<file path="src/rtl/uart_pkg.sv">
// uart_pkg: shared UART frame state encoding and data width.
package uart_pkg;
   localparam int UART_DATA_BITS = 8;
   typedef enum logic [3:0] {
      Idle, Start, Bit0, Bit1, Bit2, Bit3, Bit4, Bit5, Bit6, Bit7, Stop
   } eUartState;
endpackage

</file>
<file path="src/rtl/sync_2ff.sv">
// sync_2ff: two-flop synchroniser for a single asynchronous bit.
module sync_2ff #(
   parameter bit pRstVal = 1'b1
) (
   input  logic i_clk,
   input  logic i_rst_n,
   input  logic i_d,
   output logic o_q
);
   logic r_meta, r_sync;
   always_ff @(posedge i_clk or negedge i_rst_n)
      if (!i_rst_n) begin
         r_meta <= pRstVal;
         r_sync <= pRstVal;
      end else begin
         r_meta <= i_d;
         r_sync <= r_meta;
      end
   assign o_q = r_sync;
endmodule

</file>
<file path="src/rtl/uart_rx.sv">
// uart_rx: 8N1 oversampling UART receiver with majority-vote sampling,
// a single-entry holding register and valid/ready delivery.
module uart_rx
   import uart_pkg::*;
#(
   parameter int pTicksPerBaud = 16,
   parameter bit pInvertData   = 1'b0
) (
   input  logic                      i_clk,
   input  logic                      i_rst_n,
   input  logic                      i_rx,
   output logic [UART_DATA_BITS-1:0] o_data,
   output logic                      o_valid,
   input  logic                      i_ready,
   output logic                      o_frame_err,
   output logic                      o_overrun
);
   localparam int CW = (pTicksPerBaud < 8) ? 3 : $clog2(pTicksPerBaud);
   localparam logic [CW-1:0] MID0 = CW'(pTicksPerBaud / 2 - 1);
   localparam logic [CW-1:0] MID  = CW'(pTicksPerBaud / 2);
   localparam logic [CW-1:0] MID1 = CW'(pTicksPerBaud / 2 + 1);
   localparam logic [CW-1:0] LAST = CW'(pTicksPerBaud - 1);
   localparam logic [UART_DATA_BITS-1:0] INV = pInvertData ? '1 : '0;

   if (pTicksPerBaud < 8) begin : g_bad_baud
      $error("uart_rx: pTicksPerBaud must be >= 8");
   end

   eUartState                 r_state, w_state_nx;
   logic [CW-1:0]             r_cnt, w_cnt_nx;
   logic [UART_DATA_BITS-1:0] r_shift, w_shift_nx, r_data, w_data_nx;
   logic [1:0]                r_samp, w_samp_nx;
   logic                      r_armed, w_armed_nx;
   logic                      r_valid, w_valid_nx, r_ferr, w_ferr_nx, r_ovr, w_ovr_nx;
   logic                      w_rx_s, w_maj, w_dec, w_wrap;

   sync_2ff #(.pRstVal(1'b1)) u_sync (
      .i_clk(i_clk), .i_rst_n(i_rst_n), .i_d(i_rx), .o_q(w_rx_s)
   );

   assign w_maj  = (r_samp[0] & r_samp[1]) | (r_samp[0] & w_rx_s) | (r_samp[1] & w_rx_s);
   assign w_dec  = r_cnt == MID1;
   assign w_wrap = r_cnt == LAST;

   always_ff @(posedge i_clk or negedge i_rst_n)
      if (!i_rst_n) begin
         r_state <= Idle;
         r_cnt   <= '0;
         r_shift <= '0;
         r_samp  <= '0;
         r_armed <= 1'b0;
         r_data  <= '0;
         r_valid <= 1'b0;
         r_ferr  <= 1'b0;
         r_ovr   <= 1'b0;
      end else begin
         r_state <= w_state_nx;
         r_cnt   <= w_cnt_nx;
         r_shift <= w_shift_nx;
         r_samp  <= w_samp_nx;
         r_armed <= w_armed_nx;
         r_data  <= w_data_nx;
         r_valid <= w_valid_nx;
         r_ferr  <= w_ferr_nx;
         r_ovr   <= w_ovr_nx;
      end

   always_comb begin
      w_state_nx = r_state;
      w_cnt_nx   = w_wrap ? '0 : r_cnt + CW'(1);
      w_shift_nx = r_shift;
      w_samp_nx  = r_samp;
      w_armed_nx = r_armed | w_rx_s;
      w_data_nx  = r_data;
      w_valid_nx = r_valid & ~i_ready;
      w_ferr_nx  = 1'b0;
      w_ovr_nx   = 1'b0;
      if (r_cnt == MID0) w_samp_nx[0] = w_rx_s;
      if (r_cnt == MID) w_samp_nx[1] = w_rx_s;
      case (r_state)
         Idle: begin
            w_cnt_nx = '0;
            if (r_armed && !w_rx_s) w_state_nx = Start;
         end
         Start:
            if (w_dec && w_maj) begin
               w_state_nx = Idle;
               w_armed_nx = 1'b0;
            end else if (w_wrap) w_state_nx = Bit0;
         // Leave at the stop decision so a back-to-back start edge is not missed
         Stop:
            if (w_dec) begin
               w_state_nx = Idle;
               w_armed_nx = 1'b0;
               if (!w_maj) w_ferr_nx = 1'b1;
               else if (!r_valid || i_ready) begin
                  w_data_nx  = r_shift ^ INV;
                  w_valid_nx = 1'b1;
               end else w_ovr_nx = 1'b1;
            end
         default: begin
            if (w_dec) w_shift_nx = {w_maj, r_shift[UART_DATA_BITS-1:1]};
            if (w_wrap) w_state_nx = eUartState'(r_state + 4'd1);
         end
      endcase
   end

   assign o_data      = r_data;
   assign o_valid     = r_valid;
   assign o_frame_err = r_ferr;
   assign o_overrun   = r_ovr;
endmodule

</file>
<file path="config.mk">
export PLATFORM = sky130hd
export DESIGN_NAME = uart_rx
export DESIGN_NICKNAME = d
export VERILOG_FILES = /design/src/rtl/uart_pkg.sv /design/src/rtl/sync_2ff.sv /design/src/rtl/uart_rx.sv
export SDC_FILE = /design/constraint.sdc
export NUM_CORES = 1
export LEC_CHECK = 0
export ABC_CLOCK_PERIOD_IN_PS = 3600
export BUFFER_PORTS_ARGS = -buffer_cell sky130_fd_sc_hd__buf_2
export CORE_MARGIN = 3
export CORE_UTILIZATION = 55
export DETAILED_ROUTE_END_ITERATION = 12
export GPL_ROUTABILITY_DRIVEN = 0
export PLACE_DENSITY = 0.75
export SYNTH_ARGS = -nofsm -noshare
export SYNTH_HDL_FRONTEND = slang
export SYNTH_SLANG_ARGS = --single-unit
</file>
<file path="constraint.sdc">
create_clock -name i_clk -period 3.6 [get_ports i_clk]
set_input_delay 0 -clock i_clk [delete_from_list [all_inputs] [get_ports i_clk]]
set_output_delay 0 -clock i_clk [all_outputs]
set_load 0.005 [all_outputs]
</file>
# After elaboration in Yosys (flattened, before gate mapping)
# Cells that the tools add are included.
[totals] regBits=32 out_inout_bits=11 wordCells=65
[op_classes] n_addsub=2 eq_ne=9 mux=22 bitwise_logic=9 n_reduce_logical=11
[op_table] operator="2-to-1 mux 4 bit" n=7
[op_table] operator="equality test 4 bit, second input constant" n=4
[op_table] operator="2-to-1 mux 1 bit" n=13
[op_table] operator="one-hot mux 4 bit (3 select lines)" n=1
[op_table] operator="adder 4 x 1 -> 4 bit, second input constant" n=2
[op_table] operator="AND reduction 4 bit" n=2
[op_table] operator="bitwise AND 1 bit" n=4
[op_table] operator="equality test 4 x 1 -> 1 bit, second input constant" n=1
[op_table] operator="equality test 4 x 3 -> 1 bit, second input constant" n=1
[op_table] operator="zero test 4 bit" n=1
[op_table] operator="inequality test 2 bit, second input constant" n=2
[op_table] operator="nonzero test 4 bit" n=1
[op_table] operator="inequality test 3 bit, second input constant" n=1
[op_table] operator="bitwise OR 1 bit" n=3
[op_table] operator="OR reduction 3 bit" n=1
[op_table] operator="logical AND 1 bit" n=2
[op_table] operator="zero test 1 bit" n=2
[op_table] operator="inverter 1 bit" n=2
[op_table] operator="one-hot mux 1 bit (2 select lines)" n=1
[op_table] operator="AND reduction 2 bit" n=1
[op_table] operator="logical OR 1 bit" n=1

# Longest topological paths before layout
[logic_depth] ltp_word=6 depth_mapped=6 mapped_depth_nobuf=6

# By module
# From an unflattened synthesis, not the netlist that was laid out.
[unflattened] hier_cells=119 hier_area_um2=1473.9
[modules_own_cells] module="uart_rx" instances=1 cells_each=117 area_per_inst_um2=1421.4 seq_area_each_um2=750.7
[modules_own_cells] module="sync_2ff" instances=1 cells_each=2 area_per_inst_um2=52.6 seq_area_each_um2=52.6

# Worst setup path after synthesis
# OpenSTA, ideal clock, no wires.
[synth_path] path_kind="register to register" startpoint="register r_state[0]" endpoint="register r_state[0]" setup_time_ns=0.128 arrival_ns=1.665 t_required_ns=3.472 path_slack_ns=1.808 path_stages_with_launch=7 n_path_buf=0 period_less_slack_ns=1.792 cell_sequence="dfrtp_1 -> inv_1 -> ha_1 -> or3b_4 -> o32a_1 -> o211ai_2 -> mux2_1"
[synth_between] elab_chain_cells=3 word_cells_on_any_way=11 cone_classes="add/sub: 1; eq/ne: 5; mux: 2; reduce/logical: 3"
[synth_lines] item="from (decl)" line_no="uart_rx.sv:29" source="eUartState r_state, w_state_nx;"
[synth_lines] item="from (signal assigned)" line_no="uart_rx.sv:47" source="r_state <= Idle;"
[synth_lines] item="from (signal assigned)" line_no="uart_rx.sv:57" source="r_state <= w_state_nx;"
[synth_lines] item="adder 4 x 1 -> 4 bit, or another cell as far along" line_no="uart_rx.sv:103" source="if (w_wrap) w_state_nx = eUartState'(r_state + 4'd1);"
[synth_lines] item="2-to-1 mux 4 bit, or another cell as far along" line_no="uart_rx.sv:103"
[synth_lines] item="one-hot mux 4 bit (3 select lines) / AND reduction 4 bit (equally long branches)"
# Parallel ways exist; a longest one is shown, timed or not. The select of a mux whose other input is x is not followed.
# A chain may end at the register's enable or synchronous reset.

# Worst setup path after layout
[layout_path] startpoint="register r_state[0]" endpoint="register r_data[7] (netlist: o_data[7])"
[layout_between] elab_chain_cells=2
[layout_lines] item="equality test 4 bit" line_no="uart_rx.sv:80" source="case (r_state)"
[layout_lines] item="AND reduction 4 bit (no line)"
[layout_lines] item="to (signal assigned)" line_no="uart_rx.sv:62" source="r_data <= w_data_nx;"
[layout_lines] item="to (decl)" line_no="uart_rx.sv:31" source="logic [UART_DATA_BITS-1:0] r_shift, w_shift_nx, r_data, w_data_nx;"
# No other way between the ends.

==> results.py <==
metrics = {
    "setup_path": {
        "criticalPathCategory": "reg2reg",
        "critical_path_required_ns": 3.81,
        "cp-end-kind": "register",
        "max_stage_delay_ns": 0.44,
        "worstPathCellList": "inv_1, ha_1, nand2_1, nor3_1, nand3_1, mux2_2",
        "path_max_fanout": 8,
        "critPathTopFamily": "simple AND/OR/NAND/NOR gates",
        "slowest_stage": "dfrtp_1",
        "start_kind": "register",
        "timing.critical_path.buf_inv": 1,
        "cp.arrival_ns": 2.18,
    },
    "die": {
        "coreArea_um2": 2520,
        "initial_core_util_pct": 58.4,
        "rows": 18,
        "die_x_um": 57.8,
        "dieArea_um2": 3340,
        "io_pins": 15,
        "die_y_um": 57.8,
    },
    "routing": {
        "ant_nets": 0,
        "drt-pass1-iter-count": 4,
        "wl_per_cell_um": 14.3,
        "via_count": 961,
        "drc": 0,
        "routed_wl_um": 2460,
        "viasPerCell": 5.59,
        "drtIter0Drc": 36,
    },
    "synth": {
        "syn_inst": 119,
        "yosysSeqAreaShare_pct": 54.5,
        "synth_cell_types": 32,
        "ys_seq_elements": 32,
        "synth_fp_nets": 130,
        "syn_avg_cell_area_um2": 12.4,
        "syn_area_um2": 1470,
        "yosysWarnings": 0,
    },
    "sta": {
        "tns_ns": 0,
        "setup_viol": 0,
        "rsz0062_at_grt": "false",
        "fin_crit_ns": 1.97,
        "drv_slew": 0,
        "max_slew_margin_pct": 54.6,
        "period_share_pct": 54.8,
        "worst_hold_slack_ns": 0.239,
        "max_clock_freq_ghz": 0.507,
        "worstMarginPinSlew_ns": 0.681,
        "skew_ns": 0.0129,
        "finalHoldViolCount": 0,
    },
    "clock_network": {
        "cts_buffers": 5,
        "cts_buffer_depth": 2,
        "cts_tree": "built",
        "hold_buffers": 3,
        "cts_resized": 0,
        "cts.clk_slew.worst_paths_ns": 0.10,
        "cts_root_buf": "clkbuf_4",
        "htreeDepth": 2,
        "cts_sinks": 32,
        "post_cts.repair.setup_buffers": 0,
        "clk_latency_ns": 0.33,
    },
    "global_routing": {
        "grt_max_degree": 33,
        "grt_pass1_wl_um": 4330,
        "grt_antenna_before_repair": 0,
        "grt.total_usage_pct": 17.7,
        "grt_pass1_vias": 1032,
        "overflow": 0,
    },
    "power": {
        "leakage_nw": 0.883,
        "powerDensity_nw_per_um2": 681,
        "vdd_drop_max_uv": 542,
    },
    "placement": {
        "numPortBuffers": 14,
        "dp_hpwl_um": 1800,
    },
    "outcome": {
        "status": "complete, no violations",
    },
    "layout": {
        "final_nets": 152,
        "num_antenna_cells": 0,
        "areaGrowthSynthToFinish_pct": 13.5,
        "final_layout_size_suffix_gt1_share_pct": 31.0,
    },
    "job": {
        "drv_cap": 0,
    },
    "min_path": {
        "hold_class": "in2async",
    },
}
==> stage by stage <==
step | power, W | util (%) | area [um2] | instances | setup WS, ns
finish | 0.00114 | 66.3 | 1670 | 172 | 1.63
global route | 0.00123 | 66.3 | 1670 | 172 | 1.43
CTS | 0.00115 | 66.3 | 1670 | 172 | 1.61
detailed placement | 0.000883 | 62.1 | 1570 | 161 | 1.63
global placement | 0.000861 | 62.1 | 1570 | 161 | 1.70
floorplan | 0.000802 | - | 1470 | 119 | 1.81
==> sequential cells by signal (all words and copies together) (netlist names) <==
name,cells
o_frame_err,1
r_armed,1
u_sync.r_meta,1
r_cnt,4
r_shift,8
r_state,4
o_valid,1
o_overrun,1
u_sync.o_q,1
r_samp,2
o_data,8
==> Yosys cell counts, drive strengths merged <==
cell type	number	area, um2
a31oi	3	18.8
nand2b	1	6.26
mux2i	3	30.0
nand3	6	30.0
nor2	5	18.8
nand2	11	41.3
a2111o	1	11.3
o32a	1	10.0
o21ai	1	5.00
o211ai	2	20.0
nor3	1	5.00
ha	7	87.6
clkbuf	1	3.75
dfstp	2	52.6
a21oi	1	5.00
a21o	1	7.51
and2	3	18.8
nand3b	3	22.5
xor2	2	17.5
nor4	1	6.26
dfrtp	30	751
and3	2	12.5
inv	6	22.5
maj3	1	11.3
buf	1	11.3
and3b	1	8.76
o21bai	1	7.51
mux2	19	214
nor2b	1	6.26
or3b	1	11.3
==> cells by family after synthesis <==
family / synth area share (%)
adder cells (fa/ha/maj): 6.71
AND/OR/NAND/NOR: 12.7
XOR/XNOR: 1.19
buffers and inverters: 2.55
multiplexers: 16.6
AO/OA/AOI/OAI: 5.77
flip-flops: 54.5
==> final cells by class <==
cell class                 instances  area (um2)
sequential                        32         803
tap                               30        37.5
fill                             192         850
clock buffer                       6        41.3
multi-input combinational         79         633
timing repair buffer              17         100
inverter                           6        22.5
clock inverter                     2        35.0
==> routing by layer <==
| metal | vias up | track usage (%) | routed length, um |
|---|---|---|---|
| met3 | 4 | 6.24 | 114 |
| li1 | 460 | - | - |
| met5 | - | 0 | 0 |
| met1 | 476 | 20.8 | 1180 |
| met2 | 21 | 27.7 | 1120 |
| met4 | 0 | 10.9 | 52 |
==> report_power, final <==
part / switching [W] / total, W / internal (W)
sequential: 0.0000842 / 0.000508 / 0.000424
combinational: 0.000191 / 0.000367 / 0.000176
clock: 0.000118 / 0.000264 / 0.000146
==> placed cells by master (no fill, tap or decap), drive strengths merged <==
cell type     n
and3          2
nand3b        3
dfrtp        30
mux2         19
nor2          5
or3b          1
maj3          1
nor3          1
nor2b         1
o211ai        2
nand2        11
a21o          1
nand3         6
and3b         1
mux2i         3
dfstp         2
buf          14
o21ai         1
clkbuf        6
o21bai        1
o32a          1
dlygate4sd3   3
clkinv        1
a31oi         3
and2          3
xor2          2
a21oi         1
inv           6
nand2b        1
bufinv        1
a2111o        1
nor4          1
ha            7
==> worst paths after layout <==
path | end | depth (start not counted) | from | slack, ns
setup / recovery | o_data[7]$_DFFE_PN0P_ | 6 | r_state[0]$_DFFE_PN0P_ | 1.63
hold / removal | r_shift[0]$_DFFE_PN0P_ | 2 | i_rst_n | 0.24
min in group i_clk | u_sync.r_meta$_DFF_PN1_ | 2 | i_rx | 0.31
max in group asynchronous | o_valid$_DFF_PN0_ | 2 | i_rst_n | 2.91
hold reg to reg | u_sync.o_q$_DFF_PN1_ | 0 | u_sync.r_meta$_DFF_PN1_ | 0.36
setup reg to reg | o_data[7]$_DFFE_PN0P_ | 6 | r_state[0]$_DFFE_PN0P_ | 1.63
==> worst register-to-register path: stages (launching register included) <==
cell and delay (ns):
dfrtp_1 0.44, inv_1 0.12, ha_1 0.18, nand2_1 0.12, nor3_1 0.24, nand3_1 0.36, mux2_2 0.40
Power figures use the tool's default switching activity.
